## src/rtl/fft16_result_streamer_if.sv

```systemverilog
// rtl/fft16_result_streamer_if.sv - output sample stream bundle for fft16_result_streamer
// Purpose: groups the streamed FFT sample channel (valid/ready handshake plus payload).
// Ports (signals):
//   m_valid  master->slave  sample valid
//   m_ready  slave->master  downstream ready
//   m_real   master->slave  signed real sample, OUT_W bits
//   m_imag   master->slave  signed imag sample, OUT_W bits
//   m_index  master->slave  bin index, IDX_W bits
//   m_last   master->slave  final sample of a frame
interface fft16_result_streamer_if #(
   parameter int OUT_W = 16,
   parameter int IDX_W = 4
) ();
   logic                    m_valid;
   logic                    m_ready;
   logic signed [OUT_W-1:0] m_real;
   logic signed [OUT_W-1:0] m_imag;
   logic [IDX_W-1:0]        m_index;
   logic                    m_last;

   modport master (
      output m_valid, m_real, m_imag, m_index, m_last,
      input  m_ready
   );

   modport slave (
      input  m_valid, m_real, m_imag, m_index, m_last,
      output m_ready
   );
endinterface

```

## src/rtl/fft16_result_streamer.sv

```systemverilog
// rtl/fft16_result_streamer.sv - captures an FFT result frame and streams it bin by bin
// Purpose: on a rising fft_done, latch all N complex results and stream them out with
//          valid/ready handshaking, one bin per transfer. Frames arriving mid-stream are
//          dropped and flagged, except when they coincide with the final transfer.
// Optional feature: define FFT_STREAM_BITREV_EN to read the buffer in bit-reversed order
//          (converts a bit-reversed FFT result to natural order; m_index still counts 0..N-1).
// Ports:
//   clk        in   single clock, posedge
//   rst        in   synchronous active-high reset
//   fft_done   in   FFT completion flag (pulse or level)
//   fft_real   in   [0:N-1] signed OUT_W real results
//   fft_imag   in   [0:N-1] signed OUT_W imag results
//   m          master modport of fft16_result_streamer_if (sample stream)
//   busy       out  frame held or streaming
//   overrun    out  sticky, a frame was dropped
//   frame_cnt  out  8-bit count of captured frames
module fft16_result_streamer #(
   parameter int N      = 16,
   parameter int DATA_W = 12,
   parameter int GAIN_W = 4,
   localparam int OUT_W = DATA_W + GAIN_W,
   localparam int IDX_W = $clog2(N)
) (
   input  logic                    clk,
   input  logic                    rst,
   input  logic                    fft_done,
   input  logic signed [OUT_W-1:0] fft_real [0:N-1],
   input  logic signed [OUT_W-1:0] fft_imag [0:N-1],
   fft16_result_streamer_if.master m,
   output logic                    busy,
   output logic                    overrun,
   output logic [7:0]              frame_cnt
);

   typedef enum logic {IDLE, STREAM} state_t;

   state_t                  state;
   logic                    done_q;
   logic [IDX_W-1:0]        rd_ptr;
   logic signed [OUT_W-1:0] buf_real [0:N-1];
   logic signed [OUT_W-1:0] buf_imag [0:N-1];

   logic                    capture;
   logic                    xfer;
   logic                    final_xfer;
   logic                    accept;
   logic [IDX_W-1:0]        next_ptr;

   // Maps stream position k to the buffer slot holding that bin.
   function automatic logic [IDX_W-1:0] rd_map(input logic [IDX_W-1:0] k);
`ifdef FFT_STREAM_BITREV_EN
      logic [IDX_W-1:0] r;
      for (int b = 0; b < IDX_W; b++) begin
         r[b] = k[IDX_W-1-b];
      end
      return r;
`else
      return k;
`endif
   endfunction

   assign capture    = fft_done & ~done_q;
   assign xfer       = m.m_valid & m.m_ready;
   assign final_xfer = xfer & (rd_ptr == IDX_W'(N-1));
   // A new frame is taken when idle, or when it lands exactly on the last beat so the
   // stream continues back-to-back without an idle cycle.
   assign accept     = capture & ((state == IDLE) | final_xfer);
   assign next_ptr   = rd_ptr + 1'b1;

   assign busy      = (state == STREAM);
   // rd_ptr is held at 0 outside STREAM, so it doubles as the index output.
   assign m.m_index = rd_ptr;

   // Frame storage carries no reset; a reset only abandons the stream.
   always_ff @(posedge clk) begin
      if (accept) begin
         for (int i = 0; i < N; i++) begin
            buf_real[i] <= fft_real[i];
            buf_imag[i] <= fft_imag[i];
         end
      end
   end

   always_ff @(posedge clk) begin
      if (rst) begin
         state     <= IDLE;
         done_q    <= 1'b1;   // a level held across reset must not look like a rising edge
         rd_ptr    <= '0;
         overrun   <= 1'b0;
         frame_cnt <= 8'd0;
         m.m_valid <= 1'b0;
         m.m_last  <= 1'b0;
         m.m_real  <= '0;
         m.m_imag  <= '0;
      end else begin
         done_q <= fft_done;

         if (capture && !accept) begin
            overrun <= 1'b1;
         end

         if (accept) begin
            // First beat comes straight from the inputs, since the buffer loads on this edge.
            state     <= STREAM;
            rd_ptr    <= '0;
            frame_cnt <= frame_cnt + 8'd1;
            m.m_valid <= 1'b1;
            m.m_last  <= 1'b0;
            m.m_real  <= fft_real[rd_map(IDX_W'(0))];
            m.m_imag  <= fft_imag[rd_map(IDX_W'(0))];
         end else if (xfer) begin
            if (final_xfer) begin
               state     <= IDLE;
               rd_ptr    <= '0;
               m.m_valid <= 1'b0;
               m.m_last  <= 1'b0;
               m.m_real  <= '0;
               m.m_imag  <= '0;
            end else begin
               rd_ptr   <= next_ptr;
               m.m_last <= (next_ptr == IDX_W'(N-1));
               m.m_real <= buf_real[rd_map(next_ptr)];
               m.m_imag <= buf_imag[rd_map(next_ptr)];
            end
         end
      end
   end

endmodule

```

## src/flat_wrapper.sv

```systemverilog
// flat-port wrapper written by rule: the top's interface ports become plain ports
module fft16_result_streamer_flat 
#(
   parameter int N      = 16,
   parameter int DATA_W = 12,
   parameter int GAIN_W = 4,
   localparam int OUT_W = DATA_W + GAIN_W,
   localparam int IDX_W = $clog2(N)
)
  (clk, rst, fft_done, fft_real, fft_imag, busy, overrun, frame_cnt, m_m_valid, m_m_real, m_m_imag, m_m_index, m_m_last, m_m_ready);
  fft16_result_streamer_if #(.OUT_W((16)), .IDX_W((4))) m_i ();
  input  logic clk;
  input  logic rst;
  input  logic fft_done;
  input  logic signed [OUT_W-1:0] fft_real[0:N-1];
  input  logic signed [OUT_W-1:0] fft_imag[0:N-1];
  output logic busy;
  output logic overrun;
  output logic [7:0] frame_cnt;
  output wire logic [$bits(m_i.m_valid)-1:0] m_m_valid;
  output wire logic [$bits(m_i.m_real)-1:0] m_m_real;
  output wire logic [$bits(m_i.m_imag)-1:0] m_m_imag;
  output wire logic [$bits(m_i.m_index)-1:0] m_m_index;
  output wire logic [$bits(m_i.m_last)-1:0] m_m_last;
  input wire logic [$bits(m_i.m_ready)-1:0] m_m_ready;
  assign m_m_valid = m_i.m_valid;
  assign m_m_real = m_i.m_real;
  assign m_m_imag = m_i.m_imag;
  assign m_m_index = m_i.m_index;
  assign m_m_last = m_i.m_last;
  assign m_i.m_ready = m_m_ready;
  fft16_result_streamer #(.N(N), .DATA_W(DATA_W), .GAIN_W(GAIN_W)) u_core (.clk(clk), .rst(rst), .fft_done(fft_done), .fft_real(fft_real), .fft_imag(fft_imag), .m(m_i), .busy(busy), .overrun(overrun), .frame_cnt(frame_cnt));
endmodule
```

## config.mk

```make
export PLATFORM = sky130hd
export DESIGN_NAME = fft16_result_streamer_flat
export DESIGN_NICKNAME = d
export VERILOG_FILES = /design/src/rtl/fft16_result_streamer_if.sv /design/src/rtl/fft16_result_streamer.sv /design/src/flat_wrapper.sv
export SDC_FILE = /design/constraint.sdc
export NUM_CORES = 1
export LEC_CHECK = 0
export ABC_AREA = 0
export BUFFER_PORTS_ARGS = -buffer_cell sky130_fd_sc_hd__buf_2
export CAP_MARGIN = 20
export CELL_PAD_IN_SITES_DETAIL_PLACEMENT = 1
export CELL_PAD_IN_SITES_GLOBAL_PLACEMENT = 1
export CORE_ASPECT_RATIO = 0.75
export CORE_UTILIZATION = 44
export CTS_BUF_LIST = sky130_fd_sc_hd__clkbuf_16
export DETAILED_ROUTE_END_ITERATION = 7
export PLACE_DENSITY_LB_ADDON = 0.08
export REMOVE_ABC_BUFFERS = 1
export SYNTH_ARGS = -nofsm -noshare
export SYNTH_HDL_FRONTEND = slang
export SYNTH_SLANG_ARGS = --single-unit
```

## constraint.sdc

```tcl
create_clock -name clk -period 14.25 [get_ports clk]
set_input_delay 4.275 -clock clk [delete_from_list [all_inputs] [get_ports clk]]
set_output_delay 4.275 -clock clk [all_outputs]
set_load 0.05 [all_outputs]
```

Yosys cells after proc, flatten, opt, wreduce, memory -nomap -nowiden
Memory sizes are Yosys's and may differ from the RTL's.
Index checks and enable logic that the tools add are counted.
- flip-flop bits (word level): 48
- bits in latches: 0
- memory bits (writable): 512
- bits in read-only memories: 0
- word-level logic and storage cells: 40
- memories kept: 2
- add/sub/neg operators: 2
- $mul: 0
- divide/modulo/power cells: 0
- magnitude comparators: 0
- equality and inequality tests: 2
- shift operators: 0
- muxes and demuxes: 13
- bitwise gates (word level): 7
- reductions and logical operators: 6
- memories (name ; words ; width ; read ports ; clocked after memory_dff ; write ports ; line ; RTL):
    u_core.buf_imag ; 16 ; 16 ; 1 ; 0 ; 16 ; fft16_result_streamer.sv:41 ; logic signed [OUT_W-1:0] buf_imag [0:N-1];
    u_core.buf_real ; 16 ; 16 ; 1 ; 0 ; 16 ; fft16_result_streamer.sv:40 ; logic signed [OUT_W-1:0] buf_real [0:N-1];
- operators with widths (kind ; number):
    16-bit two-way mux ; 6
    8-bit by 1-bit adder with 8-bit output (second input constant) ; 1
    4-bit == test (second input constant) ; 2
    1-bit two-way mux ; 6
    4-bit by 1-bit adder with 4-bit output (second input constant) ; 1
    1-bit bitwise AND ; 4
    4-bit two-way mux ; 1
    2-bit nonzero test ; 2
    1-bit NOT ; 2
    2-bit AND reduction ; 1
    2-bit OR reduction ; 1
    1-bit logical AND ; 1
    1-bit zero test ; 1
    1-bit bitwise OR ; 1

Longest topological paths before layout
Gate-level depths: netlist (run 1).
- word-level depth: 6
- gate-level depth with buffers: 11
- mapped depth without buffers: 7

Worst setup path after synthesis (run 1)
Ideal clock, no wire load.
- kind: input port to flip-flop
- start point: input port m_m_ready
- end point: register u_core.m.m_imag[12]
- setup time: 99 ps
- data arrival time: 11593 ps
- data required time: 14151 ps
- path slack: 2558 ps
- stages: 5
- buffers on the path: 1
- cells stage by stage: nand4_1 > a21oi_1 > buf_2 > a22oi_1 > o21ai_0
- word-level cells in the longest chain between the ends: 5
- elaborated cells between the ends (all ways): 8
- classes of those cells: mux (3); bitwise (4); reduce/logical (1)
- ends and longest elaborated chain (element ; line ; RTL):
    start: declaration ; flat_wrapper.sv:25 ; input wire logic [$bits(m_i.m_ready)-1:0] m_m_ready;
    1-bit bitwise AND (*) ; fft16_result_streamer.sv:63 ; assign xfer = m.m_valid & m.m_ready;
    1-bit bitwise AND (*) ; fft16_result_streamer.sv:64 ; assign final_xfer = xfer & (rd_ptr == IDX_W'(N-1));
    1-bit bitwise OR (*) ; fft16_result_streamer.sv:67 ; assign accept = capture & ((state == IDLE) | final_xfer);
    1-bit bitwise AND (*) ; fft16_result_streamer.sv:67 ;
    via u_core.accept ; fft16_result_streamer.sv:46 ; logic accept;
    16-bit two-way mux or 2-bit nonzero test (tied branches) ; n/a ;
    end signal: assignment ; fft16_result_streamer.sv:110 ; m.m_imag <= fft_imag[rd_map(IDX_W'(0))];
    end signal: assignment ; fft16_result_streamer.sv:123 ; m.m_imag <= buf_imag[rd_map(next_ptr)];
    end: declaration ; fft16_result_streamer_if.sv:22 ; output m_valid, m_real, m_imag, m_index, m_last,
Mark *: on every way through the listed nets, which the timed path passes. The rest lies on a longest branch. The select of a mux whose other input is x is not followed.
A chain may end at the register's enable or synchronous reset.

Worst setup path in the final report (run 1)
- start point: input port m_m_ready
- end point: register u_core.m.m_imag[8]
- word-level cells in the longest chain between the ends: 5
- elaborated cells between the ends (all ways): 8
- classes of those cells: mux (3); bitwise (4); reduce/logical (1)
- ends and longest elaborated chain (element ; line):
    1-bit bitwise AND (*) ; fft16_result_streamer.sv:63
    1-bit bitwise AND ; fft16_result_streamer.sv:64
    16-bit two-way mux or 1-bit bitwise OR (tied branches) ; fft16_result_streamer.sv:112, fft16_result_streamer.sv:67
    16-bit two-way mux or 1-bit bitwise AND (tied branches) ; fft16_result_streamer.sv:111, fft16_result_streamer.sv:67
    16-bit two-way mux or 2-bit nonzero test (tied branches) ; n/a
Every way passes the cells marked *; elsewhere a longest branch is shown, timed or not. The select of a mux whose other input is x is not followed.

==> impl_metrics.ini, run 1 <==
[status]
outcome = complete, no violations

[power]
p_sw_share_pct = 21.7
comb_power_share_pct = 5.7
clock_power_share_pct = 39.8
peakVddDrop_mv = 0.104
leakagePower_nw = 9.75
p_sw_mw = 0.742
p_seq_share_pct = 54.5
powerDensity_nw_per_um2 = 128
p_int_mw = 2.68

[sta]
grt_setup_unrepaired = false
hold_viol_final = 0
hold_slack_ns = 0.494
setup_slack_ns = 7.30
min_period_ns = 6.95
slew_violations = 0
worst_slew_pin_slew_ns = 1.22
max_freq_mhz = 144
clock-skew-final_ns = 0.0201
finalSetupViolCount = 0
max-slew-margin-rel_pct = 18.5
fin_crit_sh_pct = 48.7

[detailed_routing]
antenna_left = 0
drtIter0Drc = 1064
drtPass1Iterations = 5
via_per_inst = 5.30
routed_wl_um = 62800
wl_per_cell_um = 25.1
vias = 13300
drcViolationCount = 0

[layout]
finalNonFillerCells = 2506
final_common_cell = buf_2
drive_gt1_share_pct = 40.8
area_growth_pct = 24.2
final_nets = 2310
layout_common_cells = buf_2, edfxtp_1, nand2_1
final_core_util_pct = 55.9

[synthesis]
synth.area.top_cells = edfxtp_1, mux4_2, dfxtp_1
synth-simple-area-share_pct = 6.71
yosys.area_share.xor_xnor_pct = 0.536
yosysTopAreaCellShare_pct = 71.6
synth_seq_cells = 560
synth_flop_cell = edfxtp_1
synth_area_um2 = 21500
synth_top_cell_by_area = edfxtp_1
ys_types = 39
synth_fa_ha_area_share_pct = 0.175
postSynthAreaPerCell_um2 = 17.6
muxShareOfSynthArea_pct = 10.9
synth_compound_area_share_pct = 3.62
ys_seq_area_share_pct = 76.1
synth-edff-count = 512
ys_warn_count = 0
async_reset_ff_share_pct = 0
synth_top_family_by_area = multiplexers
netlist_instances = 1223

[min_path]
min_from = u_core.overrun$_SDFFE_PP0P_
min_path_type = reg -> reg
hold_end = u_core.overrun$_SDFFE_PP0P_
hold_depth = 2

[global_route]
grt_pass1_vias = 14200
overflow = 0
grt.total_usage_pct = 25.1
grt_first_pass_wirelength_um = 91700
grt_max_degree = 196
antenna_found_initial = 39

[critical_path]
cp.arrival_ns = 7.47
r2r_setup_slack_ns = 10.11
required_ns = 14.77
start_kind = primary input
r2r_cells = 7
crit_fanout = 195
cp-end-kind = flip-flop
r2r-start = u_core.m.m_index[1]$_SDFFE_PP0P_
r2r_end = u_core.m.m_imag[8]$_SDFFE_PP0P_
crit_type = in -> reg

[floorplan]
initial_core_util_pct = 45.0
dieArea_um2 = 49700
pin_count = 564
die_w_um = 257
fp-row-count = 69
fp.dieH_um = 193
core_area_um2 = 47700

[clocking]
insertion_delay_ns = 0.60
postCtsSetupRepairBufs = 0
cts-root-buf = clkbuf_16
path_clk_slew_ns = 0.06
cts_sinks = 560
numCtsBuffers = 55
cts_resized = 0
h-tree-depth = 2
cts_tree = yes
ctsLongestPathBuffers = 3
cts_hold_buf = 0

[placed_design]
pre_cts_ws_ns = 6.39
post-dp-hpwl_um = 43100
placedCellCount = 2372
gp_congestion = 0.794
io_buffers = 563

[flow_run]
maxCapViolations = 0
==> area by class of cell <==
type                            count  area (um2)
Sequential cell                   560       16300
Clock inverter                     48         274
Multi-Input combinational cell    592        4780
Timing Repair Buffer              581        3010
Fill cell                        4644       21100
Inverter                            1        3.75
Antenna cell                       29        72.6
Clock buffer                       56        1400
Tap cell                          639         800
==> metal layers <==
layer | wire [um] | GRT usage (%) | part of all wire (%) | vias up
li1 | - | - | - | 5996
met1 | 24200 | 30.5 | 39 | 6742
met2 | 32200 | 43.0 | 51 | 410
met3 | 4970 | 7.87 | 7.9 | 101
met4 | 1210 | 7.16 | 1.9 | 34
met5 | 220 | 0 | 0.35 | -
==> sequential cells by signal (all words and copies together), names as in the netlist <==
name and count:
u_core.m.m_valid 1, u_core.m.m_real 16, u_core.overrun 1, u_core.m.m_index 4, u_core.m.m_imag 16, u_core.m.m_last 1
u_core.buf_real 256, u_core.buf_imag 256, u_core.done_q 1, u_core.frame_cnt 8
==> cell usage after synthesis, types with 3 or more instances <==
| cell | n |
|---|---|
| o21ai_0 | 5 |
| mux2i_1 | 48 |
| nand2_1 | 212 |
| buf_12 | 5 |
| buf_6 | 4 |
| buf_1 | 5 |
| a32oi_1 | 9 |
| nand4_1 | 30 |
| nand3_1 | 62 |
| a21oi_1 | 5 |
| buf_4 | 6 |
| nor2_1 | 16 |
| xor2_1 | 6 |
| a22oi_1 | 55 |
| ha_1 | 3 |
| edfxtp_1 | 512 |
| nor3_1 | 5 |
| mux4_2 | 65 |
| clkbuf_1 | 36 |
| xnor2_1 | 4 |
| mux2_2 | 19 |
| dfxtp_1 | 48 |
| o211ai_1 | 27 |
| buf_2 | 13 |
| mux4_1 | 7 |
==> critical path, cell delays in order <==
cell      delay [ns]
buf_2           0.10
nand4_1         0.21
a21oi_4         0.84
buf_12          0.65
buf_4           0.81
a22oi_1         0.22
o211ai_1        0.22
==> cells by family after synthesis <==
logic type,Yosys count
AOI/OAI and AO/OA,105
xor gates and xnor gates,11
adders and majority gates,3
buffers and inverters,71
DFF,560
muxes,139
and+or+nand+nor,334
==> power by group through the flow <==
stage | clock [mW] | sequential [mW] | combinational, mW
floorplan | 0 | 1.97 | 0.0654
global placement | 0 | 1.90 | 0.191
detailed placement | 0 | 1.90 | 0.196
CTS | 1.40 | 1.86 | 0.197
global route | 1.46 | 1.87 | 0.211
finish | 1.36 | 1.86 | 0.195
==> worst max-delay path by stage <==
stage,startpoint,endpoint,slack [ns],depth (start not counted)
6_report,m_m_ready,u_core.m.m_imag[8]$_SDFFE_PP0P_,7.30,7
5_1_grt,m_m_ready,u_core.m.m_imag[5]$_SDFFE_PP0P_,7.01,7
4_1_cts,m_m_ready,u_core.m.m_real[12]$_SDFFE_PP0P_,7.04,7
3_5_place_dp,m_m_ready,u_core.m.m_real[0]$_SDFFE_PP0P_,6.39,7
3_3_place_gp,m_m_ready,u_core.m.m_real[12]$_SDFFE_PP0P_,6.54,7
2_1_floorplan,m_m_ready,u_core.m.m_imag[0]$_SDFFE_PP0P_,-19.43,4
==> per-stage QoR <==
step,power (mW),cell area [um2],TNS (ns)
2_1_floorplan,2.04,21100,-9975.41
3_3_place_gp,2.09,24900,0
4_1_cts,3.46,26600,0
3_5_place_dp,2.10,24900,0
5_1_grt,3.54,26600,0
6_report,3.42,26700,0
Power figures use the tool's default switching activity.
==> run 2: changes to the inputs <==
--- a/config.mk
+++ b/config.mk
@@ -11,7 +11,7 @@
 export CELL_PAD_IN_SITES_DETAIL_PLACEMENT = 1
 export CELL_PAD_IN_SITES_GLOBAL_PLACEMENT = 1
 export CORE_ASPECT_RATIO = 0.75
-export CORE_UTILIZATION = 44
+export CORE_UTILIZATION = 39
 export CTS_BUF_LIST = sky130_fd_sc_hd__clkbuf_16
 export DETAILED_ROUTE_END_ITERATION = 7
 export PLACE_DENSITY_LB_ADDON = 0.08
==> constraint.sdc (replaced) <==
create_clock -name clk -period 5.7 [get_ports clk]
set_input_delay 1.71 -clock clk [delete_from_list [all_inputs] [get_ports clk]]
set_output_delay 1.71 -clock clk [all_outputs]
set_load 0.05 [all_outputs]
==> run 2 against run 1 <==
  * Die area is 13% higher
  * Via count is 0.59% higher
  * Sequential share of layout area is 0.41 points lower
  * Hold slack better by 0.015 ns
  * Setup slack worse by 4.9 ns
  * Wire length is 1.8% higher
  * Cell area is 0.67% higher
  * Combinational power grew to 2.5 times the previous value
  * Sequential power grew to 2.5 times the previous value
  * Total power grew to 2.5 times the previous value
  * Count of clock-buffer cells in the layout is 1 higher
  * Critical endpoint is now m_m_index[2]
  * Largest cell class unchanged
==> impl_metrics.ini, run 2 (synthesis results as in run 1) <==
[floorplan]
fp.dieH_um = 205
initial_core_util_pct = 39.4
fp-row-count = 74
pin_count = 564
core_area_um2 = 54400
die_w_um = 273
dieArea_um2 = 56000

[clocking]
insertion_delay_ns = 0.61
path_clk_slew_ns = 0.06
numCtsBuffers = 56
cts_hold_buf = 0
cts_tree = yes
cts_sinks = 560
h-tree-depth = 2
postCtsSetupRepairBufs = 0
ctsLongestPathBuffers = 3
cts_resized = 0
cts-root-buf = clkbuf_16

[flow_run]
maxCapViolations = 0

[layout]
final_nets = 2319
reg_top3 = u_core.buf_imag: 256 flops, u_core.buf_real: 256 flops
num-fill-cells = 5417
area_growth_pct = 25.1
regArea_um2 = 16300
layout_common_cells = buf_2, edfxtp_1, nand2_1
final_common_cell = buf_2
multiInputGateArea_um2 = 4780
drive_gt1_share_pct = 41.0

[sta]
hold_viol_final = 0
clock-skew-final_ns = 0.0214
max_freq_mhz = 300
fin_crit_sh_pct = 58.5
hold_slack_ns = 0.508
grt_setup_unrepaired = false
finalSetupViolCount = 0
slew_violations = 0
worst_slew_pin_slew_ns = 1.08
tns_ns = 0
min_period_ns = 3.34
max-slew-margin-rel_pct = 28.0

[detailed_routing]
dr.max_layer_used = met5
antenna_left = 0
drtIter0Drc = 892
wl_per_cell_um = 24.6
routed_wl_um = 64000
via_per_inst = 5.14
drcViolationCount = 0
wl_met2_um = 32200
drtPass1Iterations = 5
route.layer.met1.wl_um = 24900
wl_met3_um = 5350
vias = 13400

[global_route]
grt_pass1_vias = 14200
grt_max_degree = 130
overflow = 0
grt_first_pass_wirelength_um = 91100
antenna_found_initial = 45
grt.total_usage_pct = 22.5

[critical_path]
start_kind = flip-flop
crit_chain = buf_2
r2r_cells = 6
crit_family = flip-flops
crit_fanout = 7
r2r_end = u_core.m.m_imag[5]$_SDFFE_PP0P_
cp-end-kind = primary output
crit_path_top_delay_cell = dfxtp_1
crit_type = reg -> out
required_ns = 3.99
slowest_delay_ns = 0.66
critPathBufInv = 1
r2r_setup_slack_ns = 2.62
r2r-start = u_core.m.m_index[1]$_SDFFE_PP0P_
cp.arrival_ns = 1.63

[placed_design]
io_buffers = 563
gp_congestion = 0.790
post-dp-hpwl_um = 43600

[power]
leakagePower_nw = 9.85
p_int_mw = 6.73
p_sw_share_pct = 21.7
comb_power_share_pct = 5.8
p_sw_mw = 1.86
p_seq_share_pct = 54.2
clock_power_share_pct = 40.0
powerDensity_nw_per_um2 = 320
peakVddDrop_mv = 0.229

[min_path]
hold_depth = 2
hold_end = u_core.overrun$_SDFFE_PP0P_
min_path_type = reg -> reg
min_from = u_core.overrun$_SDFFE_PP0P_

[status]
outcome = complete, no violations
[run 2: changes by cell type in the layout (fill, tap and decap cells not counted), moves of 2 or more]
cell      delta
clkinv_1    -11
buf_4        +7
inv_1       +12
buf_12       +2
[run 2: cell type report]
type | instances | area share, %
Antenna cell | 29 | 0.270
Clock buffer | 57 | 5.31
Clock inverter | 48 | 0.964
Inverter | 1 | 0.0140
Multi-Input combinational cell | 592 | 17.8
Sequential cell | 560 | 60.8
Tap cell | 722 | 3.36
Timing Repair Buffer | 589 | 11.5
[run 2: worst max-delay path by stage]
stage                                           from                               to  slack (ns)  depth (start not counted)
floorplan           u_core.m.m_index[0]$_SDFFE_PP0P_  u_core.m.m_imag[0]$_SDFFE_PP0P_      -26.25                          5
global placement                           m_m_ready  u_core.m.m_imag[8]$_SDFFE_PP0P_        1.98                          6
detailed placement                         m_m_ready  u_core.m.m_imag[2]$_SDFFE_PP0P_        1.88                          6
CTS                 u_core.m.m_index[2]$_SDFFE_PP0P_                     m_m_index[2]        2.32                          1
global route        u_core.m.m_index[2]$_SDFFE_PP0P_                     m_m_index[2]        2.30                          1
finish              u_core.m.m_index[2]$_SDFFE_PP0P_                     m_m_index[2]        2.36                          1
[run 2: power by group through the flow]
stage	Clock (mW)	Sequential, mW	Combinational, mW
floorplan	0	4.92	0.164
global placement	0	4.74	0.490
detailed placement	0	4.75	0.502
CTS	3.54	4.66	0.505
global route	3.68	4.67	0.535
finish	3.44	4.66	0.496
[run 2: stage by stage]
stage               power, mW  worst slack [ns]  instances  util [%]  cell area (um2)
floorplan                5.09            -26.25       1153         -            21100
global placement         5.23              1.98       2464      46.1            25100
detailed placement       5.25              1.88       2464      46.1            25100
CTS                      8.71              2.32       2569      49.2            26800
global route             8.89              2.30       2585      49.3            26800
finish                   8.60              2.36       2598      49.3            26900
[run 2: routing by layer]
layer	GRT usage [%]	vias to the layer above
met3	7.11	112
met2	37.7	466
met4	7.22	34
met1	27.6	6741
li1	-	6009
met5	0	-
==> run 3: changes to the inputs <==
==> constraint.sdc (replaced) <==
create_clock -name clk -period 3 [get_ports clk]
set_input_delay 0.9 -clock clk [delete_from_list [all_inputs] [get_ports clk]]
set_output_delay 0.9 -clock clk [all_outputs]
set_load 0.05 [all_outputs]
==> run 3 against run 2 <==
  * Non-clock buffer count is 24 higher
  * Wire length up 2.5%
  * Via count is 0.28% higher
  * Critical path type unchanged
  * Largest power group unchanged
==> impl_metrics.ini, run 3 (synthesis results as in run 1) <==
[layout]
area_growth_pct = 27.0
final_nets = 2343
finalNonFillerCells = 2608
drive_gt1_share_pct = 42.1
reg_top3 = u_core.buf_imag: 256 flops, u_core.buf_real: 256 flops
layout_common_cells = buf_2, edfxtp_1, nand2_1
final_common_cell = buf_2

[clocking]
numCtsBuffers = 56
cts_sinks = 560
cts_tree = yes
postCtsSetupRepairBufs = 0
insertion_delay_ns = 0.61
cts-root-buf = clkbuf_16
path_clk_slew_ns = 0.06
ctsLongestPathBuffers = 3
h-tree-depth = 2

[detailed_routing]
antenna_left = 0
drtPass1Iterations = 5
routed_wl_um = 65600
vias = 13400
via_per_inst = 5.14
wl_per_cell_um = 25.1
drcViolationCount = 0
drtIter0Drc = 1013

[critical_path]
r2r_setup_slack_ns = 0.40
cp-end-kind = primary output
start_kind = flip-flop
crit_fanout = 36
required_ns = 2.10
crit_type = reg -> out
cp.arrival_ns = 1.85

[floorplan]
dieArea_um2 = 56000
fp.dieH_um = 205
initial_core_util_pct = 39.4
fp-row-count = 74
core_area_um2 = 54400
pin_count = 564
die_w_um = 273

[sta]
tns_ns = 0
grt_setup_unrepaired = false
max-slew-margin-rel_pct = 32.3
slew_violations = 0
clock-skew-final_ns = 0.0159
finalSetupViolCount = 0
max_freq_mhz = 364
setup_slack_ns = 0.255
hold_viol_final = 0
worst_slew_pin_slew_ns = 1.01
min_period_ns = 2.75
fin_crit_sh_pct = 91.5

[global_route]
overflow = 0
grt_pass1_vias = 14200
grt_max_degree = 76
antenna_found_initial = 21
grt_first_pass_wirelength_um = 93100
grt.total_usage_pct = 23.1

[placed_design]
pre_cts_ws_ns = 0.348
placedCellCount = 2488
gp_congestion = 0.803
post-dp-hpwl_um = 46600
io_buffers = 563

[power]
p_total_mw = 16.8
powerDensity_nw_per_um2 = 618
peakVddDrop_mv = 0.468
leakagePower_nw = 10.1

[flow_run]
maxCapViolations = 0

[min_path]
min_path_type = in -> reg

[status]
outcome = complete, no violations
==> run 3: final cells by class <==
type,count,area [um2]
fillers,5373,27200
flip-flops and latches,560,16300
multi-input cells,592,4780
repair buffers,613,3410
clock buffers,57,1430
well taps,722,903
clock inverters,49,375
diodes,14,35.0
inverters,1,3.75
==> run 3: power by group <==
part           total [mW]  internal, mW  switching [mW]
registers            8.86          8.78          0.0725
logic                1.01         0.434           0.580
clock network        6.97          3.95            3.02
==> run 3: worst max-delay path, stage by stage (launching register included) <==
cell,delay (ns)
dfxtp_4,0.40
buf_6,0.45
buf_2,0.37
==> run 3: final timing paths <==
check                                         from                               end  cells after the start
hold reg to reg        u_core.overrun$_SDFFE_PP0P_       u_core.overrun$_SDFFE_PP0P_                      2
setup reg to reg  u_core.m.m_index[1]$_SDFFE_PP0P_  u_core.m.m_imag[14]$_SDFFE_PP0P_                      8
setup / recovery  u_core.m.m_index[0]$_SDFFE_PP0P_                      m_m_index[0]                      2
hold / removal                       fft_real[115]   u_core.buf_real[8][3]$_DFFE_PP_                      1
==> run 3: per-layer routing <==
metal | global-route usage (%) | vias to the layer above | wire length [um]
met5 | 0 | - | 97
met4 | 6.23 | 14 | 1260
met3 | 5.30 | 91 | 4890
met2 | 38.9 | 492 | 32400
met1 | 30.1 | 6764 | 26900
li1 | - | 6038 | -
==> run 3: metrics by stage <==
step	cell area (um2)	utilization, %	hold slack, ns
floorplan	21100	-	0.554
global placement	25400	46.7	0.466
detailed placement	25400	46.7	0.469
CTS	27200	50.0	0.417
global route	27200	50.1	0.419
finish	27300	50.1	0.460
==> run 3: timing repair <==
item	4_1_cts	5_1_grt
setup endpoints to repair	1	0
hold buffers	0	0
gates resized for setup	1	0
